$ cat src/rtl/data_bus_ctrl_pkg.sv
// Shared types for the LEGv8 data-memory bus controller.
// Contents:
//   size_e   - access size codes (byte/half/word/doubleword)
//   state_e  - controller FSM states
//   is_aligned() - natural-alignment test for a byte address and size
package data_bus_ctrl_pkg;

    typedef enum logic [1:0] {
        SZ_B = 2'd0,
        SZ_H = 2'd1,
        SZ_W = 2'd2,
        SZ_D = 2'd3
    } size_e;

    typedef enum logic [1:0] {
        ST_IDLE   = 2'd0,
        ST_ACCESS = 2'd1,
        ST_RESP   = 2'd2,
        ST_ERR    = 2'd3
    } state_e;

    // An access of 2^size bytes must start on a 2^size byte boundary.
    function automatic logic is_aligned(input logic [2:0] addr_lo, input size_e size);
        logic ok;
        case (size)
            SZ_B:    ok = 1'b1;
            SZ_H:    ok = (addr_lo[0] == 1'b0);
            SZ_W:    ok = (addr_lo[1:0] == 2'b00);
            default: ok = (addr_lo == 3'b000);
        endcase
        return ok;
    endfunction

endpackage

$ cat src/rtl/data_bus_ctrl_if.sv
// Core-request and memory-bus signal bundle for data_bus_ctrl.
//   master : controller view (consumes core requests and memory replies,
//            drives the memory request, stall, err and load result)
//   slave  : environment view (core + data memory)
interface data_bus_ctrl_if #(
    parameter int DATA_W = 64,
    parameter int ADDR_W = 64
);
    // core side
    logic              req_rd;
    logic              req_wr;
    logic [1:0]        req_size;
    logic              req_signed;
    logic [ADDR_W-1:0] req_addr;
    logic [DATA_W-1:0] req_wdata;
    logic [DATA_W-1:0] rsp_rdata;
    logic              stall;
    logic              err;
    // memory side
    logic              mem_valid;
    logic              mem_ready;
    logic              mem_we;
    logic [ADDR_W-1:0] mem_addr;
    logic [DATA_W/8-1:0] mem_wstrb;
    logic [DATA_W-1:0] mem_wdata;
    logic [DATA_W-1:0] mem_rdata;

    modport master (
        input  req_rd, req_wr, req_size, req_signed, req_addr, req_wdata,
        input  mem_ready, mem_rdata,
        output rsp_rdata, stall, err,
        output mem_valid, mem_we, mem_addr, mem_wstrb, mem_wdata
    );

    modport slave (
        output req_rd, req_wr, req_size, req_signed, req_addr, req_wdata,
        output mem_ready, mem_rdata,
        input  rsp_rdata, stall, err,
        input  mem_valid, mem_we, mem_addr, mem_wstrb, mem_wdata
    );

endinterface

$ cat src/rtl/data_bus_ctrl_mem_lane_align.sv
// Combinational byte-lane steering for the data bus.
//   Write path: wdata_i shifted into its lane, byte strobes for the access.
//   Read path : rdata_i shifted down from its lane, trimmed to the access
//               size and zero- or sign-extended to the full bus width.
// Ports:
//   wr_size_i, wr_lane_i, wdata_i -> wstrb_o, wdata_o
//   rd_size_i, rd_lane_i, rd_signed_i, rdata_i -> rdata_o
module data_bus_ctrl_mem_lane_align
    import data_bus_ctrl_pkg::*;
#(
    parameter int DATA_W = 64,
    parameter int LANE_W = $clog2(DATA_W / 8)
) (
    input  size_e              wr_size_i,
    input  logic [LANE_W-1:0]  wr_lane_i,
    input  logic [DATA_W-1:0]  wdata_i,
    output logic [DATA_W/8-1:0] wstrb_o,
    output logic [DATA_W-1:0]  wdata_o,
    input  size_e              rd_size_i,
    input  logic [LANE_W-1:0]  rd_lane_i,
    input  logic               rd_signed_i,
    input  logic [DATA_W-1:0]  rdata_i,
    output logic [DATA_W-1:0]  rdata_o
);
    localparam int NBYTES = DATA_W / 8;

    logic [31:0]       wr_lo;
    logic [31:0]       wr_hi;
    logic [31:0]       rd_nbytes;
    logic [DATA_W-1:0] rd_shifted;
    logic              rd_fill;

    assign wr_lo      = 32'(wr_lane_i);
    assign wr_hi      = wr_lo + (32'd1 << wr_size_i);
    assign wdata_o    = wdata_i << {wr_lane_i, 3'b000};
    assign rd_shifted = rdata_i >> {rd_lane_i, 3'b000};
    assign rd_nbytes  = 32'd1 << rd_size_i;

    // Fill value for bytes above the access: the top bit of the loaded
    // field when sign-extending, otherwise zero.
    always_comb begin
        rd_fill = 1'b0;
        case (rd_size_i)
            SZ_B:    rd_fill = rd_shifted[7];
            SZ_H:    rd_fill = rd_shifted[15];
            SZ_W:    rd_fill = rd_shifted[31];
            default: rd_fill = rd_shifted[DATA_W-1];
        endcase
        rd_fill = rd_fill & rd_signed_i;
    end

    generate
        for (genvar gi = 0; gi < NBYTES; gi++) begin : g_lane
            assign wstrb_o[gi]         = (32'(gi) >= wr_lo) && (32'(gi) < wr_hi);
            assign rdata_o[8*gi +: 8]  = (32'(gi) < rd_nbytes) ? rd_shifted[8*gi +: 8]
                                                               : {8{rd_fill}};
        end
    endgenerate

endmodule

$ cat src/rtl/data_bus_ctrl.sv
// Handshaked data-memory bus controller between the LEGv8 core and data memory.
// A core load/store is checked, latched and presented to memory as a registered
// valid/ready transaction; the core is stalled until the access completes,
// is rejected (misaligned/illegal) or times out.
// Ports:
//   clk  - clock, all state on rising edge
//   rst  - synchronous active-high reset
//   bus  - data_bus_ctrl_if.master (core request/response + memory bus)
module data_bus_ctrl
    import data_bus_ctrl_pkg::*;
#(
    parameter int DATA_W  = 64,
    parameter int ADDR_W  = 64,
    parameter int TIMEOUT = 255
) (
    input  logic            clk,
    input  logic            rst,
    data_bus_ctrl_if.master bus
);
    localparam int STRB_W = DATA_W / 8;
    localparam int LANE_W = $clog2(STRB_W);
    localparam int CNT_W  = (TIMEOUT == 0) ? 1 : $clog2(TIMEOUT + 1);
    localparam logic [CNT_W-1:0] CNT_LAST = CNT_W'(TIMEOUT - 1);

    state_e            state_q, state_d;
    logic [CNT_W-1:0]  cnt_q, cnt_d;
    logic              mem_valid_q;
    logic              mem_we_q;
    logic [ADDR_W-1:0] mem_addr_q;
    logic [STRB_W-1:0] mem_wstrb_q;
    logic [DATA_W-1:0] mem_wdata_q;
    logic [DATA_W-1:0] rsp_rdata_q;
    size_e             size_q;
    logic              signed_q;
    logic [LANE_W-1:0] lane_q;

    size_e             req_size;
    logic [LANE_W-1:0] req_lane;
    logic              req_any;
    logic              req_illegal;
    logic              launch;
    logic              capture;
    logic              stall;
    logic [STRB_W-1:0] wstrb_steer;
    logic [DATA_W-1:0] wdata_steer;
    logic [DATA_W-1:0] rdata_ext;

    assign req_size    = size_e'(bus.req_size);
    assign req_lane    = bus.req_addr[LANE_W-1:0];
    assign req_any     = bus.req_rd | bus.req_wr;
    assign req_illegal = !is_aligned(bus.req_addr[2:0], req_size)
                       || (bus.req_rd && bus.req_wr)
                       || ((req_size == SZ_D) && (DATA_W == 32));

    // Write steering uses the live request (latched at launch); read
    // extraction uses the latched size/lane so it is valid when ready arrives.
    data_bus_ctrl_mem_lane_align #(
        .DATA_W (DATA_W),
        .LANE_W (LANE_W)
    ) u_align (
        .wr_size_i   (req_size),
        .wr_lane_i   (req_lane),
        .wdata_i     (bus.req_wdata),
        .wstrb_o     (wstrb_steer),
        .wdata_o     (wdata_steer),
        .rd_size_i   (size_q),
        .rd_lane_i   (lane_q),
        .rd_signed_i (signed_q),
        .rdata_i     (bus.mem_rdata),
        .rdata_o     (rdata_ext)
    );

    always_comb begin
        state_d = state_q;
        cnt_d   = cnt_q;
        launch  = 1'b0;
        capture = 1'b0;
        stall   = 1'b0;
        case (state_q)
            ST_IDLE: begin
                stall = req_any;
                if (req_any) begin
                    if (req_illegal) begin
                        state_d = ST_ERR;
                    end else begin
                        state_d = ST_ACCESS;
                        launch  = 1'b1;
                        cnt_d   = '0;
                    end
                end
            end
            ST_ACCESS: begin
                stall = 1'b1;
                if (bus.mem_ready) begin
                    state_d = ST_RESP;
                    capture = 1'b1;
                end else if ((TIMEOUT != 0) && (cnt_q == CNT_LAST)) begin
                    state_d = ST_ERR;
                end else begin
                    cnt_d = cnt_q + CNT_W'(1);
                end
            end
            // RESP and ERR always return to IDLE so a request still held by
            // the core is never relaunched from here.
            default: state_d = ST_IDLE;
        endcase
    end

    always_ff @(posedge clk) begin
        if (rst) begin
            state_q     <= ST_IDLE;
            cnt_q       <= '0;
            mem_valid_q <= 1'b0;
            mem_we_q    <= 1'b0;
            mem_addr_q  <= '0;
            mem_wstrb_q <= '0;
            mem_wdata_q <= '0;
            rsp_rdata_q <= '0;
            size_q      <= SZ_B;
            signed_q    <= 1'b0;
            lane_q      <= '0;
        end else begin
            state_q     <= state_d;
            cnt_q       <= cnt_d;
            mem_valid_q <= (state_d == ST_ACCESS);
            if (launch) begin
                mem_we_q    <= bus.req_wr;
                mem_addr_q  <= {bus.req_addr[ADDR_W-1:LANE_W], {LANE_W{1'b0}}};
                mem_wstrb_q <= bus.req_wr ? wstrb_steer : '1;
                mem_wdata_q <= wdata_steer;
                size_q      <= req_size;
                signed_q    <= bus.req_signed;
                lane_q      <= req_lane;
            end
            if (capture && !mem_we_q) begin
                rsp_rdata_q <= rdata_ext;
            end
        end
    end

    assign bus.stall     = stall;
    assign bus.err       = (state_q == ST_ERR);
    assign bus.rsp_rdata = rsp_rdata_q;
    assign bus.mem_valid = mem_valid_q;
    assign bus.mem_we    = mem_we_q;
    assign bus.mem_addr  = mem_addr_q;
    assign bus.mem_wstrb = mem_wstrb_q;
    assign bus.mem_wdata = mem_wdata_q;

endmodule

$ cat src/flat_wrapper.sv
// flat-port wrapper written by rule: the top's interface ports become plain ports
module data_bus_ctrl_flat import data_bus_ctrl_pkg::*;
#(
    parameter int DATA_W  = 64,
    parameter int ADDR_W  = 64,
    parameter int TIMEOUT = 255
)
  (clk, rst, bus_req_rd, bus_req_wr, bus_req_size, bus_req_signed, bus_req_addr, bus_req_wdata, bus_mem_ready, bus_mem_rdata, bus_rsp_rdata, bus_stall, bus_err, bus_mem_valid, bus_mem_we, bus_mem_addr, bus_mem_wstrb, bus_mem_wdata);
  data_bus_ctrl_if #(.DATA_W(DATA_W), .ADDR_W(ADDR_W)) bus_i ();
  input  logic clk;
  input  logic rst;
  input wire logic [$bits(bus_i.req_rd)-1:0] bus_req_rd;
  input wire logic [$bits(bus_i.req_wr)-1:0] bus_req_wr;
  input wire logic [$bits(bus_i.req_size)-1:0] bus_req_size;
  input wire logic [$bits(bus_i.req_signed)-1:0] bus_req_signed;
  input wire logic [$bits(bus_i.req_addr)-1:0] bus_req_addr;
  input wire logic [$bits(bus_i.req_wdata)-1:0] bus_req_wdata;
  input wire logic [$bits(bus_i.mem_ready)-1:0] bus_mem_ready;
  input wire logic [$bits(bus_i.mem_rdata)-1:0] bus_mem_rdata;
  output wire logic [$bits(bus_i.rsp_rdata)-1:0] bus_rsp_rdata;
  output wire logic [$bits(bus_i.stall)-1:0] bus_stall;
  output wire logic [$bits(bus_i.err)-1:0] bus_err;
  output wire logic [$bits(bus_i.mem_valid)-1:0] bus_mem_valid;
  output wire logic [$bits(bus_i.mem_we)-1:0] bus_mem_we;
  output wire logic [$bits(bus_i.mem_addr)-1:0] bus_mem_addr;
  output wire logic [$bits(bus_i.mem_wstrb)-1:0] bus_mem_wstrb;
  output wire logic [$bits(bus_i.mem_wdata)-1:0] bus_mem_wdata;
  assign bus_i.req_rd = bus_req_rd;
  assign bus_i.req_wr = bus_req_wr;
  assign bus_i.req_size = bus_req_size;
  assign bus_i.req_signed = bus_req_signed;
  assign bus_i.req_addr = bus_req_addr;
  assign bus_i.req_wdata = bus_req_wdata;
  assign bus_i.mem_ready = bus_mem_ready;
  assign bus_i.mem_rdata = bus_mem_rdata;
  assign bus_rsp_rdata = bus_i.rsp_rdata;
  assign bus_stall = bus_i.stall;
  assign bus_err = bus_i.err;
  assign bus_mem_valid = bus_i.mem_valid;
  assign bus_mem_we = bus_i.mem_we;
  assign bus_mem_addr = bus_i.mem_addr;
  assign bus_mem_wstrb = bus_i.mem_wstrb;
  assign bus_mem_wdata = bus_i.mem_wdata;
  data_bus_ctrl #(.DATA_W(DATA_W), .ADDR_W(ADDR_W), .TIMEOUT(TIMEOUT)) u_core (.clk(clk), .rst(rst), .bus(bus_i));
endmodule
$ cat config.mk
export PLATFORM = sky130hd
export DESIGN_NAME = data_bus_ctrl_flat
export DESIGN_NICKNAME = d
export VERILOG_FILES = /design/src/rtl/data_bus_ctrl_pkg.sv /design/src/rtl/data_bus_ctrl_if.sv /design/src/rtl/data_bus_ctrl_mem_lane_align.sv /design/src/rtl/data_bus_ctrl.sv /design/src/flat_wrapper.sv
export SDC_FILE = /design/constraint.sdc
export NUM_CORES = 1
export LEC_CHECK = 0
export CAP_MARGIN = 30
export CORE_AREA = 5 5 168 202
export DETAILED_ROUTE_END_ITERATION = 8
export DIE_AREA = 0 0 173 207
export GPL_TIMING_DRIVEN = 1
export HOLD_SLACK_MARGIN = 0.06
export PLACE_DENSITY = 0.73
export SYNTH_ARGS = -nofsm -noshare
export SYNTH_HDL_FRONTEND = slang
export SYNTH_HIERARCHICAL = 1
export SYNTH_SLANG_ARGS = --single-unit
export TNS_END_PERCENT = 50
$ cat constraint.sdc
create_clock -name clk -period 3.1 [get_ports clk]
set_input_delay 0.93 -clock clk [delete_from_list [all_inputs] [get_ports clk]]
set_output_delay 0.93 -clock clk [all_outputs]
set_load 0.005 [all_outputs]
* After elaboration in Yosys (flattened, before gate mapping)
Index checks and enable logic that the tools add are counted.
** Storage, ports and cells
- Flip-flop bits (word level) :: 215
- Input port bits :: 200
- Output and inout port bits :: 204
** Cells by class
- Magnitude comparators :: 24
- Mux-type cells :: 27
- Reductions and logical operators :: 20
- $add $sub $neg :: 2
- Shift operators :: 4
- Bitwise gates (word level) :: 3
- Equal/unequal tests :: 12
** Operators with widths (number)
- 3-bit by 32-bit less-than comparator with 1-bit output (first input constant) :: 8
- 1-bit by 32-bit less-than comparator with 1-bit output (first input constant) :: 4
- 2-bit by 32-bit less-than comparator with 1-bit output (first input constant) :: 4
- 8-bit 2-to-1 mux :: 13
- 1-bit by 2-bit left shift with 32-bit output (first input constant) :: 2
- 64-bit by 6-bit left shift with 64-bit output :: 1
- 64-bit by 6-bit >> shifter with 64-bit output :: 1
- 3-bit by 32-bit adder with 32-bit output :: 1
- 8-bit case mux with 2 select lines :: 1
- 3-bit >= comparator (first input constant) :: 4
- 1-bit logical AND :: 10
- 8-bit by 1-bit adder with 8-bit output (second input constant) :: 1
- 2-bit by 1-bit equality test with 1-bit output (second input constant) :: 4
- 8-bit equality test (second input constant) :: 1
- 2-bit logical NOT :: 4
- 2-bit 2-to-1 mux :: 4
- 2-bit equality test (second input constant) :: 3
- 1-bit by 3-bit >= comparator with 1-bit output (first input constant) :: 2
- 2-bit by 3-bit >= comparator with 1-bit output (first input constant) :: 2
- 2-bit != test (second input constant) :: 3
- 1-bit case mux with 3 select lines :: 2
- 1-bit 2-to-1 mux :: 5
- 5-bit AND reduction :: 1
- 2-bit case mux with 2 select lines :: 1
- other kinds (9) :: 10

* Logic depth before layout (Yosys ltp)
Gate-level depths: netlist of the first run.
- Depth after elaboration :: 8
- Depth in mapped cells :: 9

* Modules after synthesis
Netlist of the first run, hierarchy kept.
** Modules (own cells, without submodules)
- data_bus_ctrl :: cells each 944, sequential area each 4304.1 µm², times used 1, area each 8259.2 µm²
- data_bus_ctrl_mem_lane_align :: cells each 628, sequential area each 0.0 µm², times used 1, area each 4211.5 µm²

* Worst setup path after synthesis of the first run
Ideal clock, no wire load.
- Path kind :: input-to-reg
- Start :: input bus_req_addr[1]
- End :: register u_core.mem_wstrb_q[0], in the netlist u_core/bus.mem_wstrb[0]
- Library setup time :: 0.119 ns
- Data arrival time :: 3.086 ns
- Path slack :: -0.105 ns
- Data required time :: 2.981 ns
- Cell stages on the path :: 7
- Path through :: clkbuf_1 clkinv_1 fa_1 or3b_2 a221oi_2 a311oi_1 o221a_2
** Between the ends
- Elaborated cells between the ends (all ways) :: 13
- Classes of those cells :: add/sub (1); order compare (2); mux (5); reduce/logical (5)
** RTL lines
- start, declared :: RTL line flat_wrapper.sv:16 : input wire logic [$bits(bus_i.req_addr)-1:0] bus_req_addr;
- 3-bit by 32-bit adder with 32-bit output :: RTL line data_bus_ctrl_mem_lane_align.sv:34 : assign wr_hi = wr_lo + (32'd1 << wr_size_i);
- 1-bit by 32-bit less-than comparator with 1-bit output :: RTL line data_bus_ctrl_mem_lane_align.sv:54 : assign wstrb_o[gi] = (32'(gi) >= wr_lo) && (32'(gi) < wr_hi);
- 1-bit logical AND (*) :: RTL line data_bus_ctrl_mem_lane_align.sv:54
- named net u_core.wstrb_steer[0] :: RTL line data_bus_ctrl.sv:44 : logic [STRB_W-1:0] wstrb_steer;
- 8-bit 2-to-1 mux (*) :: RTL line data_bus_ctrl.sv:129 : mem_wstrb_q <= bus.req_wr ? wstrb_steer : '1;
- end signal, assigned :: RTL line data_bus_ctrl.sv:129
- end, declared :: RTL line data_bus_ctrl.sv:30 : logic [STRB_W-1:0] mem_wstrb_q;
Mark *: on every way through the listed nets, which the timed path passes. The rest lies on a longest branch.
A chain may end at the register's enable or synchronous reset.

* Worst setup path after layout of the first run
- Start :: input bus_req_rd
- End :: output bus_stall
** Between the ends
- Word-level cells in the longest chain between the ends :: 2
** RTL lines
- start, declared :: RTL line flat_wrapper.sv:12 : input wire logic [$bits(bus_i.req_rd)-1:0] bus_req_rd;
- 1-bit bitwise OR :: RTL line data_bus_ctrl.sv:50 : assign req_any = bus.req_rd | bus.req_wr;
- 1-bit case mux with 2 select lines :: RTL line data_bus_ctrl.sv:79 : case (state_q)
- end, declared :: RTL line flat_wrapper.sv:21 : output wire logic [$bits(bus_i.stall)-1:0] bus_stall;
No other way between the ends.

==> flow_metrics.tcl, run 1 <==
set metrics [dict create \
    status "completed" \
    hold_violations 0 \
    drv_slew 0 \
    first_pass_iters 7 \
    holdCritPathClass "register to register" \
    ys_async_sr_fraction_pct 0 \
    die_x_um 173 \
    synth_edf_count 0 \
    ir_drop_uv 388.3 \
    n_antenna_cell 0 \
    drive_above_1_share_pct 8.338 \
    postSynthAreaPerCell_um2 7.933 \
    synth_compound_area_share_pct 12.45 \
    synth_top_family_by_area "multiplexers" \
    max_slew_margin_pct 44.29 \
    clk_pin_slew_ns 0.06 \
    synthCells 1572 \
    via_count 12706 \
    grt_usage_pct 23.71 \
    synth-simple-area-share_pct 22.54 \
    coreArea_um2 31890 \
    cp.arrival_ns 2.13 \
    cp-start-kind "input pin" \
    portBuffers 400 \
    drc 0 \
    ant_nets 0 \
    ios 404 \
    drtIter0Drc 851 \
    htreeDepth 1 \
    wire_per_inst_um 19.38 \
    layout_common_cells "nand2_1 (495), clkdlybuf4s50_1 (396), mux2i_1 (234), dfxtp_1 (213), a21oi_1 (105)" \
    root_buffer "clkbuf_16" \
    ys_seq_elements 215 \
    avgViaCountPerCell 5.435 \
    dieArea_um2 35810 \
    numCtsBuffers 24 \
    holdWs_ns 0.4551 \
    num-nets-final 2124 \
    cp_max_fo 2 \
    finClkSkew_ns 0.01251 \
    grt_pass1_vias 12712 \
    required_ns 2.17 \
    hpwlAfterDp_um 33950 \
    numClockSinks 215 \
    initial_core_util_pct 39.10 \
    place.gp.congestion 0.9383 \
    clk_latency_ns 0.53 \
    grt_pass1_wl_um 69610 \
    cap_violations 0 \
    min_period_ns 3.056 \
    synth.distinct_cells 61 \
    finalCritPeriodShare_pct 98.57 \
    fmax_ghz 0.3273 \
    yosysSeqAreaShare_pct 34.51 \
    yosysWarnings 6 \
    setup_violations 0 \
    routed_wirelength_um 45320 \
    overflow 0 \
    final_common_cell "nand2_1" \
    synthMuxAreaShare_pct 23.48 \
    cp-end-kind "primary output" \
    pwr_density_cell_nw_per_um2 417.8 \
    crit_type "input pin to primary output" \
    p_leak_nw 6.483 \
    synthFlopType "dfxtp_1" \
    cts_tree "built" \
    cts_max_path_buffers 3 \
    fp.dieH_um 207 \
    synth-xor-area-share_pct 0.3512 \
    area_delta_synth_final_pct 41.68 \
    worstMarginPinSlew_ns 0.8357 \
    synth_area_um2 12470 \
    rows 72 \
    yosys.area_share.adder_pct 0.6622 \
    setup_tns_ns 0 \
    grt_start_max_net_pins 92 \
    antenna_found_initial 5 \
]
==> metrics by stage <==
stage	util (%)	setup slack [ns]	power (mW)	area, um^2	instances
CTS	55.36	0.03342	7.441	17660	2337
finish	55.40	0.04438	7.381	17670	2338
global route	55.40	-0.02944	7.687	17670	2338
floorplan	-	0.1264	3.869	12480	1574
global placement	53.04	-0.3437	4.654	16920	2298
detailed placement	53.04	-0.4084	4.669	16920	2298
==> cell families (layout without fill, tap and decap cells) <==
logic type | after synthesis | count (layout)
multiplexers | 273 | 273
AND/OR/NAND/NOR | 668 | 668
XOR/XNOR | 5 | 5
flip-flops | 215 | 215
adder cells (fa/ha/maj) | 6 | 6
buffers and inverters | 154 | 511
AO/OA/AOI/OAI | 250 | 250
other | 1 | 3
==> worst max-delay path: stages <==
cell,delay [ns]
clkdlybuf4s50_1,0.44
nor3_2,0.23
nor2_1,0.06
clkdlybuf4s50_1,0.47
==> worst paths after layout <==
kind,startpoint,endpoint,slack [ns],cells past startpoint
setup / recovery,bus_req_rd,bus_stall,0.04,4
hold / removal,u_core/bus.mem_addr[32],u_core/bus.mem_addr[32],0.46,2
setup reg to reg,u_core/lane_q[1],u_core/bus.rsp_rdata[20],0.86,8
hold reg to reg,u_core/bus.mem_addr[32],u_core/bus.mem_addr[32],0.46,2
==> area by class of cell <==
class / count / area [um^2]
well taps: 407 / 509.2
inverters: 13 / 57.56
fillers: 2932 / 14220
clock inverters: 3 / 53.80
repair buffers: 459 / 4592
multi-input cells: 1205 / 7461
flip-flops and latches: 215 / 4309
clock buffers: 36 / 685.7
==> synthesized netlist by cell type, drive strengths merged (8+ instances only) <==
library cell,instances,share of area [%]
nand3,16,0.64
inv,12,0.36
buf,62,3.2
a211oi,9,0.58
o2bb2ai,11,0.77
nand2b,25,1.3
mux2i,234,19
mux2,26,2.3
a31oi,14,0.70
o21ai,58,2.4
nand3b,8,0.48
nand2,495,15
nor2,57,1.7
a21oi,105,4.2
clkbuf,79,2.4
nor2b,8,0.40
o221a,8,0.72
nand4,28,1.4
dfxtp,215,35
and2,9,0.45
mux4,13,2.3
o22ai,12,0.60
==> where the power goes <==
part	switching (mW)	total (mW)	internal (mW)
Combinational	0.823	1.67	0.845
Sequential	0.0860	2.96	2.88
Clock	1.15	2.75	1.60
==> state kept, by name, indices dropped and copies added (netlist names) <==
register              count
u_core/bus.mem_we         1
u_core/lane_q             3
u_core/state_q            2
u_core/bus.rsp_rdata     64
u_core/bus.mem_wdata     64
u_core/bus.mem_addr      61
u_core/size_q             2
u_core/cnt_q              8
u_core/bus.mem_wstrb      8
u_core/signed_q           1
u_core/bus.mem_valid      1
==> repair_timing <==
action,in CTS,in global routing
gates resized for setup,0,1
buffers inserted,0,1
hold buffers,0,0
endpoints found under the setup margin,0,1
==> routing by layer <==
layer  global-route usage, %  part of all wire, %  up-vias
met5                       0                 0.15        -
met1                   26.23                   37     5865
li1                        -                    -     6082
met4                   8.948                  3.9       10
met2                   42.50                   49      624
met3                   7.440                  9.6      125
Power figures use the tool's default switching activity.
==> inputs of run 2 (changes only) <==
--- a/config.mk
+++ b/config.mk
@@ -6,12 +6,11 @@
 export NUM_CORES = 1
 export LEC_CHECK = 0
 export CAP_MARGIN = 30
-export CORE_AREA = 5 5 168 202
+export CORE_AREA = 5 5 193 232
 export DETAILED_ROUTE_END_ITERATION = 8
-export DIE_AREA = 0 0 173 207
+export DIE_AREA = 0 0 198 237
 export GPL_TIMING_DRIVEN = 1
 export HOLD_SLACK_MARGIN = 0.06
-export PLACE_DENSITY = 0.73
 export SYNTH_ARGS = -nofsm -noshare
 export SYNTH_HDL_FRONTEND = slang
 export SYNTH_HIERARCHICAL = 1
==> run 2 against run 1 <==
Against the previous run: maximum frequency rose by 2.9%; combinational power barely moved; non-clock buffer count rose by 7; sequential share of layout area fell by 0.42 points; setup slack improved by 0.086 ns; sequential power barely moved; first-iteration DRC count fell by 26%; hold slack got worse by 0.0028 ns; highest routed layer unchanged.
==> flow_metrics.tcl, run 2 (same netlist as run 1, synthesis figures left out) <==
set metrics [dict create \
    drtIter0Drc 630 \
    die_x_um 198 \
    grt_pass1_wl_um 73010 \
    max_slew_margin_pct 41.93 \
    rsz0062_at_grt "false" \
    path_cells "clkdlybuf4s50_1 -> nor3_2 -> nor2_1 -> dlygate4sd2_1" \
    antenna_found_initial 2 \
    fp.dieH_um 237 \
    clk_latency_ns 0.53 \
    pwr_density_cell_nw_per_um2 420.8 \
    finalCritPeriodShare_pct 95.80 \
    place.gp.congestion 0.8954 \
    drive_above_1_share_pct 8.969 \
    drc 0 \
    slowest_delay_ns 0.48 \
    dp.cells 2451 \
    initial_core_util_pct 29.43 \
    use_met2_pct 34.02 \
    cts_setup_buffers 0 \
    via_count 12660 \
    final_util_pct 42.40 \
    crit_type "input pin to primary output" \
    status "completed" \
    grt_usage_pct 19.39 \
    cts_hold_buffers 0 \
    required_ns 2.17 \
    total_power_mw 7.559 \
    busiest_layer "met2" \
    overflow 0 \
    hpwlAfterDp_um 36910 \
    grt_pass1_vias 12655 \
    layout_common_cells "nand2_1 (495), clkdlybuf4s50_1 (395), mux2i_1 (234), dfxtp_1 (213), a21oi_1 (105)" \
    finClkSkew_ns 0.01114 \
    dieArea_um2 46930 \
    holdCritPathClass "register to register" \
    min_period_ns 2.970 \
    p_leak_nw 6.565 \
    drv_slew 0 \
    htreeDepth 1 \
    root_buffer "clkbuf_16" \
    first_pass_iters 4 \
    regArea_um2 4307 \
    numClockSinks 215 \
    fmax_ghz 0.3367 \
    ios 404 \
    num-nets-final 2132 \
    cts_max_path_buffers 3 \
    clk_pin_slew_ns 0.05 \
    use_met3_pct 6.404 \
    hold_violations 0 \
    numCtsBuffers 25 \
    ir_drop_uv 352.8 \
    setup_violations 0 \
    setup_tns_ns 0 \
    worst-path-buf-inv 2 \
    cap_violations 0 \
    rows 83 \
    coreArea_um2 42370 \
    avgViaCountPerCell 5.078 \
    area_delta_synth_final_pct 44.06 \
    fillers 4323 \
    cp_max_fo 4 \
    cts_tree "built" \
    routed_wirelength_um 48390 \
    cp.arrival_ns 2.04 \
    final_cells 2493 \
    ant_nets 0 \
    use_met1_pct 21.73 \
    final_common_cell "nand2_1" \
    slowest_stage "clkdlybuf4s50_1" \
    cp-end-kind "primary output" \
    portBuffers 400 \
    grt_start_max_net_pins 86 \
    cp-start-kind "input pin" \
    cp_top_family "buffers and inverters" \
    multiInputGateArea_um2 7461 \
    wire_per_inst_um 19.41 \
    worstMarginPinSlew_ns 0.8710 \
]
run 2: cell types whose count changed in the layout (fill, tap and decap cells not counted), sizes merged:
cell / change
clkinvlp: -1
buf: +7
clkinv: +2
diode: +1
clkdlybuf4s50: -1
inv: +1
dlygate4sd2: +1
run 2: cell type report:
class	count	area share, %
Clock inverter	5	0.2995
Timing Repair Buffer	466	25.92
Multi-Input combinational cell	1205	41.53
Sequential cell	215	23.97
Antenna cell	1	0.01393
Tap cell	552	3.845
Inverter	13	0.3204
Clock buffer	36	4.102
run 2: per-stage QoR:
step                      hold WS [ns]  setup slack, ns  area, um^2
after floorplan                 0.4506           0.1264       12480
after global placement          0.4409          -0.3275       17170
after detailed placement        0.4468          -0.3562       17170
after CTS                       0.4546          0.05796       17960
after global routing            0.4688          0.05193       17960
final                           0.4523           0.1302       17960
run 2: worst min-delay path, delay by kind of cell (launching register included):
| kind | cells | cell delay [ns] |
|---|---|---|
| flip-flops | 1 | 0.30 |
| AND/OR/NAND/NOR | 1 | 0.05 |
| AO/OA/AOI/OAI | 1 | 0.05 |
run 2: where the power goes:
part	switching (mW)	internal [mW]
logic	0.835	0.854
registers	0.0896	2.88
clock network	1.19	1.72
run 2: path summary, 6_finish.rpt:
kind                                          startpoint                        to  slack, ns  depth (start not counted)
worst max-delay path                          bus_req_wr                 bus_stall       0.13                          4
worst min-delay path            u_core/bus.rsp_rdata[58]  u_core/bus.rsp_rdata[58]       0.45                          2
worst max register to register          u_core/lane_q[0]  u_core/bus.rsp_rdata[17]       0.86                          7
worst min register to register  u_core/bus.rsp_rdata[58]  u_core/bus.rsp_rdata[58]       0.45                          2
run 2: layer usage:
layer	vias up	part of all wire (%)
li1	6097	-
met1	5969	38
met2	504	49
met3	88	9.6
met4	2	3.9
met5	-	0.025
run 2: timing repair:
action / CTS / global route
pin swaps: 0 / 0
gates resized for setup: 1 / 1
endpoints found under the setup margin: 1 / 1
gates cloned: 0 / 0
==> edit, RTL diff (config.mk and constraints of run 1) <==
Encoding of `state_e`: now one-hot (4 bits for 4 states).
--- a/src/rtl/data_bus_ctrl_pkg.sv
+++ b/src/rtl/data_bus_ctrl_pkg.sv
@@ -12,11 +12,11 @@
         SZ_D = 2'd3
     } size_e;
 
-    typedef enum logic [1:0] {
-        ST_IDLE   = 2'd0,
-        ST_ACCESS = 2'd1,
-        ST_RESP   = 2'd2,
-        ST_ERR    = 2'd3
+    typedef enum logic [3:0] {
+        ST_IDLE   = 4'b0001,
+        ST_ACCESS = 4'b0010,
+        ST_RESP   = 4'b0100,
+        ST_ERR    = 4'b1000
     } state_e;
 
     // An access of 2^size bytes must start on a 2^size byte boundary.
Function: same outputs for any inputs over 4 cycles, from zero or initial values and one cycle with rst high; so few cycles prove little.
==> edit against run 1 <==
- synthesized cell count grew 1.1%
- die area did not move
- sequential cell count up 2
- global-route usage decreased by 0.37 points
- total power rose by 3.1%
- via count rose by 0.48%
- area after synthesis down 4.0%
- routed wire length fell by 1.6%
- final area shrank 2.6%
- cell count up 0.68%
- setup slack better by 0.046 ns
- critical path type unchanged
==> edit: results <==
set metrics [dict create \
    top_layer "met4" \
    place_congestion 1.01 \
    worstMarginPinSlew_ns 0.719 \
    nets 2137 \
    vias 12767 \
    worstHoldPathType "reg -> reg" \
    clock_path_buffers 3 \
    seq_area_frac_synth 0.363 \
    wl_met2_um 21000 \
    port_buffers 400 \
    synthTopCellsByArea "dfxtp_1, nand2_1, a21oi_1" \
    grt_pass1_wl_um 69200 \
    cp_data_arrival_time_ns 2.08 \
    grt_max_degree 82 \
    skew_ns 0.0266 \
    async_flop_share 0 \
    yosysWarningCount 6 \
    synth.distinct_cells 64 \
    hpwl_um 32700 \
    p_leak_nw 6.16 \
    met3_length_um 3470 \
    grtUsageTotal 0.233 \
    wl_um 44600 \
    outcome "completed" \
    clk_latency_ns 0.53 \
    layout-drive-gt1-share 0.0796 \
    drtPass1Iterations 5 \
    fillers 2991 \
    antenna_found_initial 0 \
    cts_buffers 24 \
    cts_setup_buffers 0 \
    pre_cts_slack_ns -0.432 \
    n_antenna_cell 0 \
    p_switching_mw 2.09 \
    synth_common_cells "nand2_1, a21oi_1, dfxtp_1" \
    vdd_drop_max_mv 0.458 \
    drt-met1-wl_um 17700 \
    first_iter_violations 1287 \
    htreeDepth 1 \
    grt_pass1_vias 12195 \
]
[edit: logic make-up after synthesis]
kind of cell    count (synthesis)  share of synthesized area
compound gates                379                      0.180
xor+xnor                        5                    0.00366
fa+ha+maj                       6                    0.00690
buf+inv                       155                     0.0676
flops                         217                      0.363
mux                           141                      0.134
other cells                     1                   0.000313
simple gates                  686                      0.245
[edit: power by group through the flow]
stage | combinational [mW] | sequential [mW] | clock [mW]
4_1_cts | 1.60 | 2.97 | 3.09
3_3_place_gp | 1.58 | 3.03 | 0
6_report | 1.62 | 2.97 | 3.02
2_1_floorplan | 0.794 | 3.02 | 0
5_1_grt | 1.74 | 2.99 | 3.20
3_5_place_dp | 1.59 | 3.03 | 0
[edit: critical path, cell delays in order]
cell and delay [ns]:
clkdlybuf4s50_1 0.42, o21ai_0 0.22, buf_4 0.16, nand2_1 0.06
dlygate4sd2_1 0.29
[edit: path summary, 6_finish.rpt]
| check | from | to | slack [ns] | cells past startpoint |
|---|---|---|---|---|
| setup reg to reg | u_core/lane_q[1]$_SDFFE_PP0P_ | u_core/bus.rsp_rdata[8]$_SDFFE_PP0P_ | 0.78 | 7 |
| hold reg to reg | u_core/bus.mem_addr[11]$_SDFFE_PP0P_ | u_core/bus.mem_addr[11]$_SDFFE_PP0P_ | 0.45 | 2 |
| hold / removal | u_core/bus.mem_addr[11]$_SDFFE_PP0P_ | u_core/bus.mem_addr[11]$_SDFFE_PP0P_ | 0.45 | 2 |
| setup / recovery | bus_req_wr | bus_stall | 0.09 | 5 |
[edit: final cells by class]
type / instances / area [um2] / area share
clock buffer: 31 / 657 / 0.0382
clock inverter: 11 / 174 / 0.0101
inverter: 15 / 57.6 / 0.00335
multi-input combinational: 1220 / 6870 / 0.399
sequential: 217 / 4350 / 0.253
tap: 407 / 509 / 0.0296
timing repair buffer: 453 / 4590 / 0.267
[edit: metal layers]
layer | global-route usage | up-vias
met3 | 0.0509 | 131
met5 | 0 | -
met4 | 0.109 | 0
met1 | 0.283 | 5898
met2 | 0.395 | 614
li1 | - | 6124
[edit: timing repair]
| item | in CTS | in global routing |
|---|---|---|
| pin swaps | 0 | 1 |
| gates resized for setup | 2 | 1 |
| hold endpoints to repair | 0 | 0 |
| hold buffers | 0 | 0 |
| endpoints found under the setup margin | 1 | 2 |
[edit: through the flow]
stage	cells	TNS, ns	hold WS, ns	power, mW	instance area, um2
floorplan	1592	0	0.452	3.81	12000
global placement	2312	-1.62	0.441	4.61	16400
detailed placement	2312	-2.10	0.446	4.62	16400
CTS	2354	0	0.454	7.67	17200
global route	2354	0	0.469	7.93	17200
finish	2354	0	0.453	7.61	17200
